[src/rtl/fsm_seq_ctrl.sv]
// Command sequencer for one nibble-serial fsm_design datapath: loads operands, replays an
// op program, steers the datapath to OUTPUT and reassembles the result. FSM_SEQ_WDOG_EN adds a watchdog.
module fsm_seq_ctrl #(
  parameter int unsigned N          = 64,
  parameter int unsigned N_WIDTH    = 4,
  parameter int unsigned PROG_DEPTH = 8,
  parameter int unsigned TIMEOUT    = 64
) (
  input  logic                            clk,
  input  logic                            rst_n,
  input  logic                            cmd_valid_i,
  output logic                            cmd_ready_o,
  input  logic [N-1:0]                    cmd_a_i,
  input  logic [N-1:0]                    cmd_b_i,
  input  logic [2*PROG_DEPTH-1:0]         cmd_prog_i,
  input  logic [$clog2(PROG_DEPTH+1)-1:0] cmd_len_i,
  output logic                            rsp_valid_o,
  input  logic                            rsp_ready_i,
  output logic [N-1:0]                    rsp_data_o,
  output logic                            rsp_err_o,
  output logic                            dp_start_o,
  output logic                            dp_en_o,
  output logic [N_WIDTH-1:0]              dp_a_o,
  output logic [N_WIDTH-1:0]              dp_b_o,
  output logic [1:0]                      dp_op_o,
  input  logic [3:0]                      dp_state_i,
  input  logic                            dp_valid_i,
  input  logic [N_WIDTH-1:0]              dp_out_i
);

  localparam int unsigned NNIB = N / N_WIDTH;
  localparam int unsigned LenW = $clog2(PROG_DEPTH + 1);
  localparam int unsigned CntW = $clog2(NNIB + PROG_DEPTH + 1);
  localparam logic [LenW-1:0] LenMax = LenW'(PROG_DEPTH);
  localparam logic [CntW-1:0] NibLast = CntW'(NNIB - 1);

  localparam logic [3:0] DpS0   = 4'd0;
  localparam logic [3:0] DpS1   = 4'd1;
  localparam logic [3:0] DpS4   = 4'd4;
  localparam logic [3:0] DpIdle = 4'd8;

  typedef enum logic [2:0] {CIdle, CStart, CLoad, CRun, CDrain, CCollect, CDone} state_e;

  state_e                  state_q, state_d;
  logic [CntW-1:0]         cnt_q, cnt_d;
  logic [N-1:0]            a_q, a_d, b_q, b_d;
  logic [2*PROG_DEPTH-1:0] prog_q, prog_d;
  logic [LenW-1:0]         len_q, len_d;
  logic                    rsp_valid_q, rsp_valid_d;
  logic [N-1:0]            rsp_data_q, rsp_data_d;

`ifdef FSM_SEQ_WDOG_EN
  localparam int unsigned WdW = $clog2(TIMEOUT);
  // DONE becomes visible on the TIMEOUT-th cycle after the accepting edge.
  localparam logic [WdW-1:0] WdogLast = WdW'(TIMEOUT - 2);
  logic [WdW-1:0] wdog_q, wdog_d;
  logic           rsp_err_q, rsp_err_d;
`endif

  assign cmd_ready_o = (state_q == CIdle) && (dp_state_i == DpIdle);

  always_comb begin
    state_d     = state_q;
    cnt_d       = cnt_q;
    a_d         = a_q;
    b_d         = b_q;
    prog_d      = prog_q;
    len_d       = len_q;
    rsp_valid_d = rsp_valid_q;
    rsp_data_d  = rsp_data_q;
    unique case (state_q)
      CIdle: begin
        if (cmd_valid_i && cmd_ready_o) begin
          a_d     = cmd_a_i;
          b_d     = cmd_b_i;
          prog_d  = cmd_prog_i;
          len_d   = (cmd_len_i > LenMax) ? LenMax : cmd_len_i;
          cnt_d   = '0;
          state_d = CStart;
        end
      end
      CStart: state_d = CLoad;
      CLoad: begin
        a_d   = a_q >> N_WIDTH;
        b_d   = b_q >> N_WIDTH;
        cnt_d = cnt_q + 1'b1;
        if (cnt_q == NibLast) begin
          cnt_d   = '0;
          state_d = (len_q != '0) ? CRun : CDrain;
        end
      end
      CRun: begin
        prog_d = prog_q >> 2;
        cnt_d  = cnt_q + 1'b1;
        if (cnt_q == CntW'(len_q) - 1'b1) begin
          cnt_d   = '0;
          state_d = CDrain;
        end
      end
      CDrain, CCollect: begin
        // Result nibbles arrive LSB first; shifting in from the top leaves nibble 0 at the bottom.
        if (dp_valid_i) begin
          rsp_data_d = {dp_out_i, rsp_data_q[N-1:N_WIDTH]};
          cnt_d      = cnt_q + 1'b1;
          state_d    = CCollect;
          if (cnt_q == NibLast) begin
            cnt_d       = '0;
            state_d     = CDone;
            rsp_valid_d = 1'b1;
          end
        end
      end
      CDone: begin
        if (rsp_ready_i) begin
          rsp_valid_d = 1'b0;
          state_d     = CIdle;
        end
      end
      default: state_d = CIdle;
    endcase
`ifdef FSM_SEQ_WDOG_EN
    rsp_err_d = rsp_err_q;
    wdog_d    = '0;
    if (state_q == CDone) begin
      wdog_d = wdog_q;
      if (rsp_ready_i) rsp_err_d = 1'b0;
    end else if (state_q != CIdle) begin
      wdog_d = wdog_q + 1'b1;
      if (wdog_q == WdogLast) begin
        state_d     = CDone;
        cnt_d       = '0;
        rsp_valid_d = 1'b1;
        rsp_err_d   = 1'b1;
        rsp_data_d  = '0;
      end
    end
`endif
  end

  always_ff @(posedge clk or negedge rst_n) begin
    if (!rst_n) begin
      state_q     <= CIdle;
      cnt_q       <= '0;
      a_q         <= '0;
      b_q         <= '0;
      prog_q      <= '0;
      len_q       <= '0;
      rsp_valid_q <= 1'b0;
      rsp_data_q  <= '0;
    end else begin
      state_q     <= state_d;
      cnt_q       <= cnt_d;
      a_q         <= a_d;
      b_q         <= b_d;
      prog_q      <= prog_d;
      len_q       <= len_d;
      rsp_valid_q <= rsp_valid_d;
      rsp_data_q  <= rsp_data_d;
    end
  end

`ifdef FSM_SEQ_WDOG_EN
  always_ff @(posedge clk or negedge rst_n) begin
    if (!rst_n) begin
      wdog_q    <= '0;
      rsp_err_q <= 1'b0;
    end else begin
      wdog_q    <= wdog_d;
      rsp_err_q <= rsp_err_d;
    end
  end
  assign rsp_err_o = rsp_err_q;
`else
  // Without the watchdog the timeout limit has no consumer.
  logic unused_timeout;
  assign unused_timeout = ^TIMEOUT;
  assign rsp_err_o      = 1'b0;
`endif

  assign rsp_valid_o = rsp_valid_q;
  assign rsp_data_o  = rsp_data_q;
  assign dp_start_o  = (state_q == CStart);
  assign dp_en_o     = (state_q == CLoad);
  assign dp_a_o      = (state_q == CLoad) ? a_q[N_WIDTH-1:0] : '0;
  assign dp_b_o      = (state_q == CLoad) ? b_q[N_WIDTH-1:0] : '0;

  // While draining, steer the datapath toward S4 and then OUTPUT from wherever it sits.
  always_comb begin
    dp_op_o = 2'd0;
    if (state_q == CRun) begin
      dp_op_o = prog_q[1:0];
    end else if (state_q == CDrain) begin
      case (dp_state_i)
        DpS4:       dp_op_o = 2'd1;
        DpS0, DpS1: dp_op_o = 2'd2;
        default:    dp_op_o = 2'd0;
      endcase
    end
  end

endmodule

[config.mk]
export PLATFORM = sky130hd
export DESIGN_NAME = fsm_seq_ctrl
export DESIGN_NICKNAME = d
export VERILOG_FILES = /design/src/rtl/fsm_seq_ctrl.sv
export SDC_FILE = /design/constraint.sdc
export NUM_CORES = 1
export LEC_CHECK = 0
export CAP_MARGIN = 10
export CORE_MARGIN = 2
export CORE_UTILIZATION = 54
export DETAILED_ROUTE_END_ITERATION = 12
export PLACE_DENSITY = 0.86
export SYNTH_ARGS = -nofsm -noshare
export SYNTH_HDL_FRONTEND = slang
export SYNTH_SLANG_ARGS = --single-unit
[constraint.sdc]
create_clock -name clk -period 3.3 [get_ports clk]
set_input_delay 0.495 -clock clk [delete_from_list [all_inputs] [get_ports clk]]
set_output_delay 0.495 -clock clk [all_outputs]
set_load 0.03 [all_outputs]
Word-level counts from Yosys, hierarchy flattened
Index checks and enable logic that the tools add are counted.
Word-level totals
  bits in registers: 221
  input port bits: 161
  logic and storage cells: 75
Operators by class
  $add $sub $neg: 2
  $lt $le $gt $ge: 1
  equality and inequality tests: 17
  mux-type cells: 29
  reduce and logical (&&, ||, !) cells: 18
Operators by type and width (number)
  $pmux 64 s2: 2
  $mux 64: 2
  $pmux 16 s2: 1
  $mux 5: 4
  $pmux 5 s4: 1
  $mux 3: 6
  $pmux 3 s6: 1
  $mux 16: 1
  $mux 4: 3
  $eq 3x3->1 const B: 3
  $ne 2x2->1 const B: 4
  $reduce_and 2->1: 4
  $reduce_bool 4->1: 2
  $eq 3x2->1 const B: 2
  $mux 2: 3
  $reduce_bool 2->1: 3
  $add 5x1->5 const B: 1
  $eq 5x4->1 const B: 1
  $eq 5x5->1: 1
  $reduce_and 5->1: 1
  $sub 4x1->5 const B: 1
  $eq 4x1->1 const B: 1
  $eq 4x3->1 const B: 1
  $eq 4x4->1 const B: 1
  12 further kinds: 17

Longest topological paths before layout
Gate-level depths: netlist (run 1).
  depth after elaboration: 5
  mapped depth: 9

Least setup slack after synthesis (run 1)
Ideal clock, no wire load.
  kind: register to output
  from: register state_q[0]
  to: output dp_b_o[2]
  data arrival time: 1.952 ns
  data required time: 2.805 ns
  path slack: 0.853 ns
  cell stages (with the launch flop): 6
  path buffers: 2
  cells stage by stage: dfrtp_1 or3b_1 clkbuf_1 inv_1 buf_1 and2_1
Between the ends
  longest elaborated chain between the ends: 2
Ends and longest elaborated chain
  from (decl): line 44  | state_e state_q, state_d;
  from (signal assigned): line 142  | state_q <= CIdle;
  from (signal assigned): line 151  | state_q <= state_d;
  $eq 3x2->1
  via dp_en_o: line 22  | output logic dp_en_o,
  $mux 4: line 185  | assign dp_b_o = (state_q == CLoad) ? b_q[N_WIDTH-1:0] : '0;
  to (decl): line 24  | output logic [N_WIDTH-1:0] dp_b_o,
The timed path passes the listed nets, and every way through them passes these cells.

Final worst setup path (run 1)
  from: register state_q[1]
  to: output dp_en_o
Between the ends
  longest elaborated chain between the ends: 1
Ends and longest elaborated chain
  $eq 3x2->1: line 183  | assign dp_en_o = (state_q == CLoad);
  to (decl): line 22
No other way between the ends.

==> flow_summary.json, run 1 <==
{
  "num_vias": 8181,
  "htree_levels": 1,
  "fin_skew_ns": 0.01225,
  "reg2reg_slack_ns": 1.00,
  "mostFrequentLayoutCells": "273 x nand2_1, 229 x clkdlybuf4s50_1, 221 x dfrtp_1",
  "synth_mux_area_share_pct": 7.637,
  "route.met2.wl_mm": 12.18,
  "cts-buffers-inserted": 24,
  "yosys.area_share.simple_pct": 19.03,
  "fillCellCount": 1223,
  "ios": 240,
  "post_drt_via_cell_ratio": 5.584,
  "port_buffers": 238,
  "dr.pass1.iters": 7,
  "synth_xor_area_share_pct": 0.4500,
  "rsz0062_at_grt": "false",
  "run_status": "finished with violations",
  "drv_slew": 0,
  "routedWlPerCell_um": 16.81,
  "die_area_um2": 19110,
  "root_buffer": "clkbuf_16",
  "grt-ovfl-total": 0,
  "grt_use_total_pct": 25.50,
  "ctsLongestPathBuffers": 3,
  "vdd_drop_max_uv": 610.8,
  "worst-slew-pin-transition_ns": 0.8959,
  "cts_tree": "done",
  "clock.fmax_ghz": 0.3313,
  "area_delta_synth_final_pct": 34.59,
  "violations": "hold timing",
  "finalSetupViolations": 0,
  "hold_viol": 15,
  "relSlewSlack_pct": 40.27,
  "grt_pass1_wl_mm": 40.51,
  "end_kind": "output pin",
  "wl_met1_mm": 10.15,
  "synth_fa_ha_area_share_pct": 0.5143,
  "ant_nets": 0,
  "fin_crit_sh_pct": 91.45,
  "rows": 49,
  "chipHeight_um": 138.2,
  "grt_max_degree": 242,
  "postCtsHoldBufs": 0,
  "post_cts_buffers": 0,
  "final_common_cell": "nand2_1",
  "synth_top_family_by_area": "simple AND/OR/NAND/NOR gates",
  "finalSetupTns_ns": 0,
  "antenna_found_initial": 0,
  "die_w_um": 138.2,
  "p_leak_nw": 5.792,
  "clkSinkCount": 221,
  "yosysSeqAreaShare_pct": 56.83,
  "syn_inst": 1019,
  "drt-initial-drc-count": 574,
  "ys_types": 43,
  "clkSlewWorstSetupHoldPaths_ns": 0.06,
  "critPathKind": "reg -> out",
  "yosys_warnings": 0,
  "avgSynthCellArea_um2": 9.550,
  "clk-insertion-delay-late_ns": 0.52,
  "drive_above_1_share_pct": 11.00,
  "dp_hpwl_mm": 16.03,
  "grt_pass1_vias": 8107,
  "drt_wl_total_mm": 24.62,
  "hold_ws_ns": -0.03793,
  "gp_congestion": 0.8291,
  "core_area_um2": 17840,
  "worstPathRequired_ns": 2.80,
  "synth_edf_count": 0,
  "antenna_cells": 0,
  "syn_nets": 1184,
  "netlist_area_um2": 9732,
  "max_cap_viol_count": 0,
  "synth-compound-area-share_pct": 11.37,
  "synth_seq_cells": 221,
  "final_nets": 1384,
  "topRoutingLayerUsed": "met4",
  "start_kind": "flip-flop",
  "hp-class": "in -> async",
  "route.met3.wl_mm": 1.603,
  "powerDensity_nw_per_um2": 811.6,
  "placed_area_um2": 12210,
  "critPathArrivalTime_ns": 2.52,
  "final_cell_area_um2": 13100,
  "min_period_ns": 3.018,
  "crit_path_max_fanout": 17,
  "synthArstFlopShare_pct": 100.0,
  "drc": 0,
  "start_util_pct": 54.55,
  "synthFlopType": "dfrtp_1",
  "cts_resized": 0
}
worst max-delay path, stage by stage (launching register included):
cell and delay [ns]:
dfrtp_1 0.66, or3b_4 0.49, inv_1 0.09, clkdlybuf4s50_1 0.76
synthesized netlist by cell type, drive strengths merged (2+ instances only):
cell    instances  area (µm²)
a21oi          10       50.05
a22o            2       17.52
a22oi           3       22.52
a31oi         123       769.5
a32o            2       20.02
and2           10       62.56
buf            41       237.7
clkbuf         33       123.9
dfrtp         221        5530
ha              4       50.05
inv            11       41.29
mux2           66       743.2
nand2         273        1025
nand2b          3       18.77
nand3           6       30.03
nand3b          4       30.03
nor2          138       518.0
nor3           16       85.08
nor3b           2       15.01
nor4            2       12.51
o211ai          2       15.01
o21ai          10       50.05
o22ai          15       93.84
o31ai           2       15.01
or2             3       18.77
or3b            2       17.52
xnor2           4       35.03
kinds of logic after synthesis:
family          count (synthesis)
simple gates                  462
flops                         221
compound gates                175
buf+inv                        85
mux                            66
xor+xnor                        5
fa+ha+maj                       4
other cells                     1
per-stage QoR:
stage | power [mW] | setup slack, ns | util (%) | std cells | hold slack, ns
finish | 10.63 | 0.2820 | 73.41 | 1465 | -0.03793
global route | 11.24 | 0.1598 | 73.41 | 1465 | 0.03768
CTS | 10.69 | 0.2604 | 73.41 | 1465 | 0.002192
detailed placement | 7.673 | 0.4994 | 68.41 | 1422 | 0.4938
global placement | 7.490 | 0.5431 | 68.41 | 1422 | 0.4813
floorplan | 6.427 | 0.8532 | - | 1019 | 0.1994
area by class of cell:
type / instances / area, µm² / share of cell area [%]
Sequential cell: 221 / 5530 / 42.22
Multi-Input combinational cell: 713 / 3817 / 29.15
Timing Repair Buffer: 248 / 2530 / 19.32
Clock buffer: 27 / 641.9 / 4.901
Tap cell: 229 / 286.5 / 2.188
Clock inverter: 16 / 250.2 / 1.911
Inverter: 11 / 41.29 / 0.3152
flip-flops by register name, indices dropped and copies added (netlist names):
register and count:
a_q 64, b_q 64, rsp_data_o 64, prog_q 16
cnt_q 5, len_q 4, state_q 3, rsp_valid_o 1
power by group:
part | leakage (nW) | internal, mW | switching (mW)
Clock | 0.437 | 1.87 | 1.10
Sequential | 2.54 | 3.65 | 0.597
Combinational | 2.81 | 1.49 | 1.92
Total | 5.79 | 7.01 | 3.62
per-layer routing:
metal,GRT usage [%],vias up
li1,-,3862
met1,33.93,3979
met2,42.97,293
met3,5.092,47
met4,7.358,0
met5,0,-
final timing paths:
kind | start | endpoint | depth (start not counted)
max | state_q[1] | dp_en_o | 3
min | rst_n | rsp_data_o[5] | 1
max reg2reg | len_q[0] | state_q[1] | 7
min reg2reg | rsp_data_o[0] | rsp_data_o[0] | 1
max in group asynchronous | rst_n | b_q[41] | 2
min in group clk | rsp_data_o[0] | rsp_data_o[0] | 1
Note: power is estimated with default switching activity, not from simulation.
==> run 2, diff against run 1 <==
--- a/config.mk
+++ b/config.mk
@@ -6,10 +6,11 @@
 export NUM_CORES = 1
 export LEC_CHECK = 0
 export CAP_MARGIN = 10
-export CORE_MARGIN = 2
-export CORE_UTILIZATION = 54
+export CORE_MARGIN = 3
+export CORE_UTILIZATION = 35
 export DETAILED_ROUTE_END_ITERATION = 12
-export PLACE_DENSITY = 0.86
+export PLACE_DENSITY = 0.6
+export REMOVE_ABC_BUFFERS = 1
 export SYNTH_ARGS = -nofsm -noshare
 export SYNTH_HDL_FRONTEND = slang
 export SYNTH_SLANG_ARGS = --single-unit
==> run 2 against run 1 <==
Global-route usage shrank 9.7 points. Sequential share of layout area shrank 0.42 points. Core utilization shrank 25 points. Combinational power is essentially flat. Sequential cell count is the same. Register-to-register slack lost 0.07 ns. First-iteration DRC count shrank 5.1%. Count of clock-buffer cells in the layout grew 7. Largest cell class unchanged. Setup slack gained 0.10 ns. The run now ends clean.
==> flow_summary.json, run 2 (same netlist as run 1, synthesis figures left out) <==
{
  "start_kind": "flip-flop",
  "routedWlPerCell_um": 15.02,
  "final_common_cell": "nand2_1",
  "dp_cells": 1567,
  "num_vias": 7869,
  "clkSinkCount": 221,
  "critPathKind": "reg -> out",
  "grt-ovfl-total": 0,
  "hp-class": "reg -> reg",
  "grt_max_degree": 242,
  "fin_crit_sh_pct": 88.35,
  "ctsLongestPathBuffers": 3,
  "reg2reg_depth": 6,
  "p_leak_nw": 5.776,
  "drv_slew": 0,
  "end_kind": "output pin",
  "clkSlewWorstSetupHoldPaths_ns": 0.06,
  "htree_levels": 1,
  "rsz0062_at_grt": "false",
  "drc": 0,
  "rows": 60,
  "fin_skew_ns": 0.007492,
  "mostFrequentLayoutCells": "273 x nand2_1, 229 x clkdlybuf4s50_1, 221 x dfrtp_1",
  "drive_above_1_share_pct": 10.73,
  "area_delta_synth_final_pct": 35.93,
  "clk-insertion-delay-late_ns": 0.51,
  "drt-initial-drc-count": 545,
  "core_area_um2": 27180,
  "grt_use_total_pct": 15.84,
  "vdd_drop_max_uv": 401.1,
  "post_cts_buffers": 0,
  "post_drt_via_cell_ratio": 4.885,
  "min_period_ns": 2.916,
  "hp-start": "rsp_data_o[0]",
  "finalSetupViolations": 0,
  "run_status": "finished, final reports clean",
  "cts_resized": 0,
  "crit_path_max_fanout": 9,
  "final_nets": 1387,
  "reg2reg_slack_ns": 0.93,
  "die_area_um2": 29840,
  "port_buffers": 238,
  "drt_wl_total_mm": 24.20,
  "min_to": "rsp_data_o[0]",
  "chipHeight_um": 172.8,
  "ant_nets": 0,
  "root_buffer": "clkbuf_16",
  "hold_viol": 0,
  "postCtsHoldBufs": 1,
  "gp_congestion": 0.7618,
  "dr.pass1.iters": 5,
  "holdPathStages": 1,
  "worstReg2RegStart": "state_q[1]",
  "critPathArrivalTime_ns": 2.42,
  "start_util_pct": 35.81,
  "worstPathRequired_ns": 2.80,
  "stdcell_count": 1611,
  "cts_tree": "done",
  "die_w_um": 172.8,
  "r2r_end": "cnt_q[4]",
  "grt_pass1_vias": 7709,
  "finalPower_mw": 10.28,
  "relSlewSlack_pct": 24.00,
  "powerDensity_nw_per_um2": 777.3,
  "grt_pass1_wl_mm": 40.20,
  "fillCellCount": 2663,
  "worst-slew-pin-transition_ns": 1.140,
  "clock.fmax_ghz": 0.3430,
  "antenna_cells": 0,
  "antenna_found_initial": 0,
  "cts-buffers-inserted": 24,
  "max_cap_viol_count": 0,
  "ios": 240,
  "dp_hpwl_mm": 15.74
}
==> run 2: worst max-delay path, cell delays in order, from the launching register on <==
cell and delay, ns:
dfrtp_1 0.47, or2_2 0.40, nor4_1 0.31, clkdlybuf4s50_1 0.74
==> run 2: per-layer routing <==
| metal | share of wire (%) | GRT usage (%) |
|---|---|---|
| met5 | 0 | 0 |
| met2 | 44 | 24.17 |
| met3 | 6.6 | 3.975 |
| met4 | 1.2 | 2.669 |
| met1 | 48 | 23.29 |
==> run 2: worst max path at each step <==
| stage | start | end | slack [ns] | cells after the start |
|---|---|---|---|---|
| after global routing | state_q[0] | dp_op_o[0] | 0.25 | 4 |
| after detailed placement | dp_state_i[2] | a_q[48] | 0.41 | 7 |
| after CTS | state_q[0] | cmd_ready_o | 0.40 | 3 |
| after floorplan | state_q[1] | dp_a_o[0] | -3.77 | 3 |
| after global placement | dp_state_i[3] | prog_q[1] | 0.44 | 7 |
| final | state_q[0] | cmd_ready_o | 0.38 | 3 |
==> run 2: final cells by class <==
cell class,count,area (µm²),area share (%)
clock buffer,34,699.4,5.287
timing repair buffer,251,2580,19.50
inverter,11,41.29,0.3121
multi-input combinational,713,3817,28.86
clock inverter,9,95.09,0.7188
tap,372,465.4,3.518
sequential,221,5530,41.80
==> run 2: where the power goes <==
group,internal [mW],leakage (nW),switching [mW]
registers,3.65,2.54,0.546
logic,1.52,2.84,1.87
clock network,1.63,0.398,1.07
==> run 2: per-stage QoR <==
| step | hold slack, ns | setup TNS [ns] | area (µm²) | setup slack, ns | utilization (%) |
|---|---|---|---|---|---|
| 5_1_grt | 0.5283 | 0 | 13230 | 0.2511 | 48.68 |
| 2_1_floorplan | 0.1994 | -411.63 | 9370 | -3.772 | - |
| 3_3_place_gp | 0.4867 | 0 | 12420 | 0.4430 | 45.72 |
| 3_5_place_dp | 0.4924 | 0 | 12420 | 0.4112 | 45.72 |
| 4_1_cts | 0.5058 | 0 | 13230 | 0.3967 | 48.68 |
| 6_report | 0.5013 | 0 | 13230 | 0.3843 | 48.68 |
==> run 3, diff against run 2 <==
--- a/config.mk
+++ b/config.mk
@@ -5,6 +5,7 @@
 export SDC_FILE = /design/constraint.sdc
 export NUM_CORES = 1
 export LEC_CHECK = 0
+export ABC_AREA = 1
 export CAP_MARGIN = 10
 export CORE_MARGIN = 3
 export CORE_UTILIZATION = 35
==> run 3 against run 2 <==
Clock power is 15% higher. Combinational power is 50% higher. Power is 23% higher. Count of clock-buffer cells in the layout is 8 higher. Critical path type unchanged.
==> flow_summary.json, run 3 <==
{
  "post_cts_buffers": 0,
  "synthTopCellsByArea": "dfrtp_1 55%, o21ai_0 13%, nand2_1 12%",
  "clk-insertion-delay-late_ns": 0.52,
  "start_kind": "flip-flop",
  "drive_above_1_share_pct": 5.291,
  "hold_viol": 0,
  "dp_slack_ns": 0.4995,
  "synth_edf_count": 0,
  "grt_pass1_vias": 8103,
  "cp.depth": 5,
  "clock.fmax_ghz": 0.3397,
  "yosysSeqAreaShare_pct": 54.54,
  "yosysTopAreaCell": "dfrtp_1",
  "fin_crit_sh_pct": 89.22,
  "avgSynthCellArea_um2": 8.041,
  "synth_seq_cells": 221,
  "ant_nets": 0,
  "min_period_ns": 2.944,
  "final_common_cell": "nand2_1",
  "critPathLaunch": "state_q[1]",
  "grt-ovfl-total": 0,
  "chipHeight_um": 176.2,
  "synthArstFlopShare_pct": 100.0,
  "critPathArrivalTime_ns": 2.45,
  "grt_pass1_wl_mm": 41.43,
  "routedWlPerCell_um": 13.32,
  "cts_tree": "done",
  "worstPathRequired_ns": 2.80,
  "mostFrequentLayoutCells": "317 x nand2_1, 266 x o21ai_0, 237 x clkdlybuf4s50_1",
  "final_nets": 1639,
  "grt_max_degree": 102,
  "dp_hpwl_mm": 16.96,
  "crit_path_max_fanout": 8,
  "drt-initial-drc-count": 508,
  "drt_wl_total_mm": 24.93,
  "die_w_um": 176.2,
  "area_delta_synth_final_pct": 36.38,
  "syn_inst": 1261,
  "reg2reg_depth": 6,
  "rsz0062_at_grt": "false",
  "cp_slowest_cell": "clkdlybuf4s50_1",
  "timing.final.ws_setup_ns": 0.3559,
  "core_area_um2": 28160,
  "post_drt_via_cell_ratio": 4.543,
  "critPathKind": "reg -> out",
  "reg2reg_slack_ns": 0.99,
  "slowest_delay_ns": 0.73,
  "fin_skew_ns": 0.01300,
  "synthMostInstantiatedCell": "nand2_1",
  "r2r_end": "a_q[5]",
  "dr.pass1.iters": 4,
  "clkSlewWorstSetupHoldPaths_ns": 0.06,
  "htree_levels": 1,
  "crit_buf_inv": 2,
  "die_area_um2": 31050,
  "yosys-top-cells-count": "318 x nand2_1, 266 x o21ai_0, 221 x dfrtp_1, 182 x inv_1, 79 x nor2_1",
  "max_cap_viol_count": 0,
  "critPathTopFamily": "buffers and inverters",
  "port_buffers": 238,
  "end_kind": "output pin",
  "rows": 61,
  "netlist_area_um2": 10140,
  "grt_use_total_pct": 16.12,
  "drc": 0,
  "relSlewSlack_pct": 46.69,
  "drv_slew": 0,
  "crit_chain": "inv_2 > nor3_4 > nand2_1 > o41ai_1 > clkdlybuf4s50_1",
  "ctsLongestPathBuffers": 3,
  "synthFlopType": "dfrtp_1",
  "postCtsHoldBufs": 0,
  "num_vias": 8500,
  "powerDensity_nw_per_um2": 916.0,
  "worstReg2RegStart": "state_q[2]",
  "start_util_pct": 36.00,
  "hp-class": "in -> async",
  "ios": 240,
  "netlist.area_leader.share_pct": 54.54,
  "root_buffer": "clkbuf_16",
  "p_leak_nw": 6.499,
  "gp_congestion": 0.7446,
  "yosys_warnings": 0,
  "ys_types": 29,
  "clkSinkCount": 221,
  "antenna_found_initial": 0,
  "vdd_drop_max_uv": 581.7,
  "cts_resized": 0,
  "cts-buffers-inserted": 26,
  "finalSetupTns_ns": 0,
  "run_status": "finished, final reports clean",
  "finalPower_mw": 12.67,
  "antenna_cells": 0,
  "finalSetupViolations": 0,
  "worst-slew-pin-transition_ns": 0.7997
}
[run 3: changes by cell type in the layout (fill, tap and decap cells not counted), sizes merged, moves of 6 or more]
cell           previous run  this run
o21ai                    10       277
inv                      11       187
a31oi                   123         0
mux2                     66         2
nor2                    138        81
nand2                   273       320
a21oi                    10        34
nand3                     6        22
nor3                     16         5
o211ai                    2        13
and2                     10         0
clkbuf                   34        42
clkdlybuf4s50           229       237
clkinv                    7         1
[run 3: worst max-delay path by stage]
stage | endpoint | slack, ns
floorplan | b_q[40] | -4.15
global placement | dp_op_o[0] | 0.55
detailed placement | dp_op_o[0] | 0.50
CTS | dp_op_o[0] | 0.32
global route | dp_op_o[0] | 0.21
finish | dp_op_o[0] | 0.36
[run 3: per-layer routing]
metal	track usage [%]	part of all wire, %	up-vias
li1	-	-	4396
met1	22.16	46	3867
met2	26.16	45	208
met3	4.065	7.3	29
met4	2.969	1.5	0
met5	0	0	-
[run 3: worst register-to-register path, stage by stage (launching register included)]
cell	delay, ns
dfrtp_1	0.46
nor2_2	0.21
nand2_4	0.30
buf_12	0.31
nand2_8	0.34
buf_4	0.41
o21ai_0	0.14
[run 3: through the flow]
| step | area, µm² | util, % | hold WS (ns) | std cells |
|---|---|---|---|---|
| 2_1_floorplan | 9782 | - | 0.1994 | 1188 |
| 3_3_place_gp | 12880 | 45.74 | 0.4742 | 1824 |
| 3_5_place_dp | 12880 | 45.74 | 0.4722 | 1824 |
| 4_1_cts | 13830 | 49.10 | 0.06710 | 1871 |
| 5_1_grt | 13830 | 49.10 | 0.09513 | 1871 |
| 6_report | 13830 | 49.10 | 0.04208 | 1871 |
[run 3: area by class of cell]
type | count | area [µm²]
Clock buffer | 42 | 822.0
Clock inverter | 5 | 125.1
Fill cell | 2675 | 14340
Inverter | 187 | 701.9
Multi-Input combinational cell | 780 | 3576
Sequential cell | 221 | 5530
Tap cell | 378 | 473.0
Timing Repair Buffer | 258 | 2600
[run 3: cells by family after synthesis]
logic type               count (synthesis)  share of synthesized area (%)
AND/OR/NAND/NOR                        429                          16.60
AO/OA/AOI/OAI                          342                          17.49
buffers and inverters                  260                          10.45
flip-flops                             221                          54.54
adder cells (fa/ha/maj)                  4                         0.4936
XOR/XNOR                                 2                         0.1728
multiplexers                             2                         0.2221
other                                    1                        0.03698
[run 3: power by group]
part | switching (mW) | leakage, nW | internal, mW
logic | 3.19 | 3.35 | 1.91
registers | 0.512 | 2.68 | 3.96
clock network | 1.10 | 0.465 | 2.00
total | 4.80 | 6.50 | 7.87
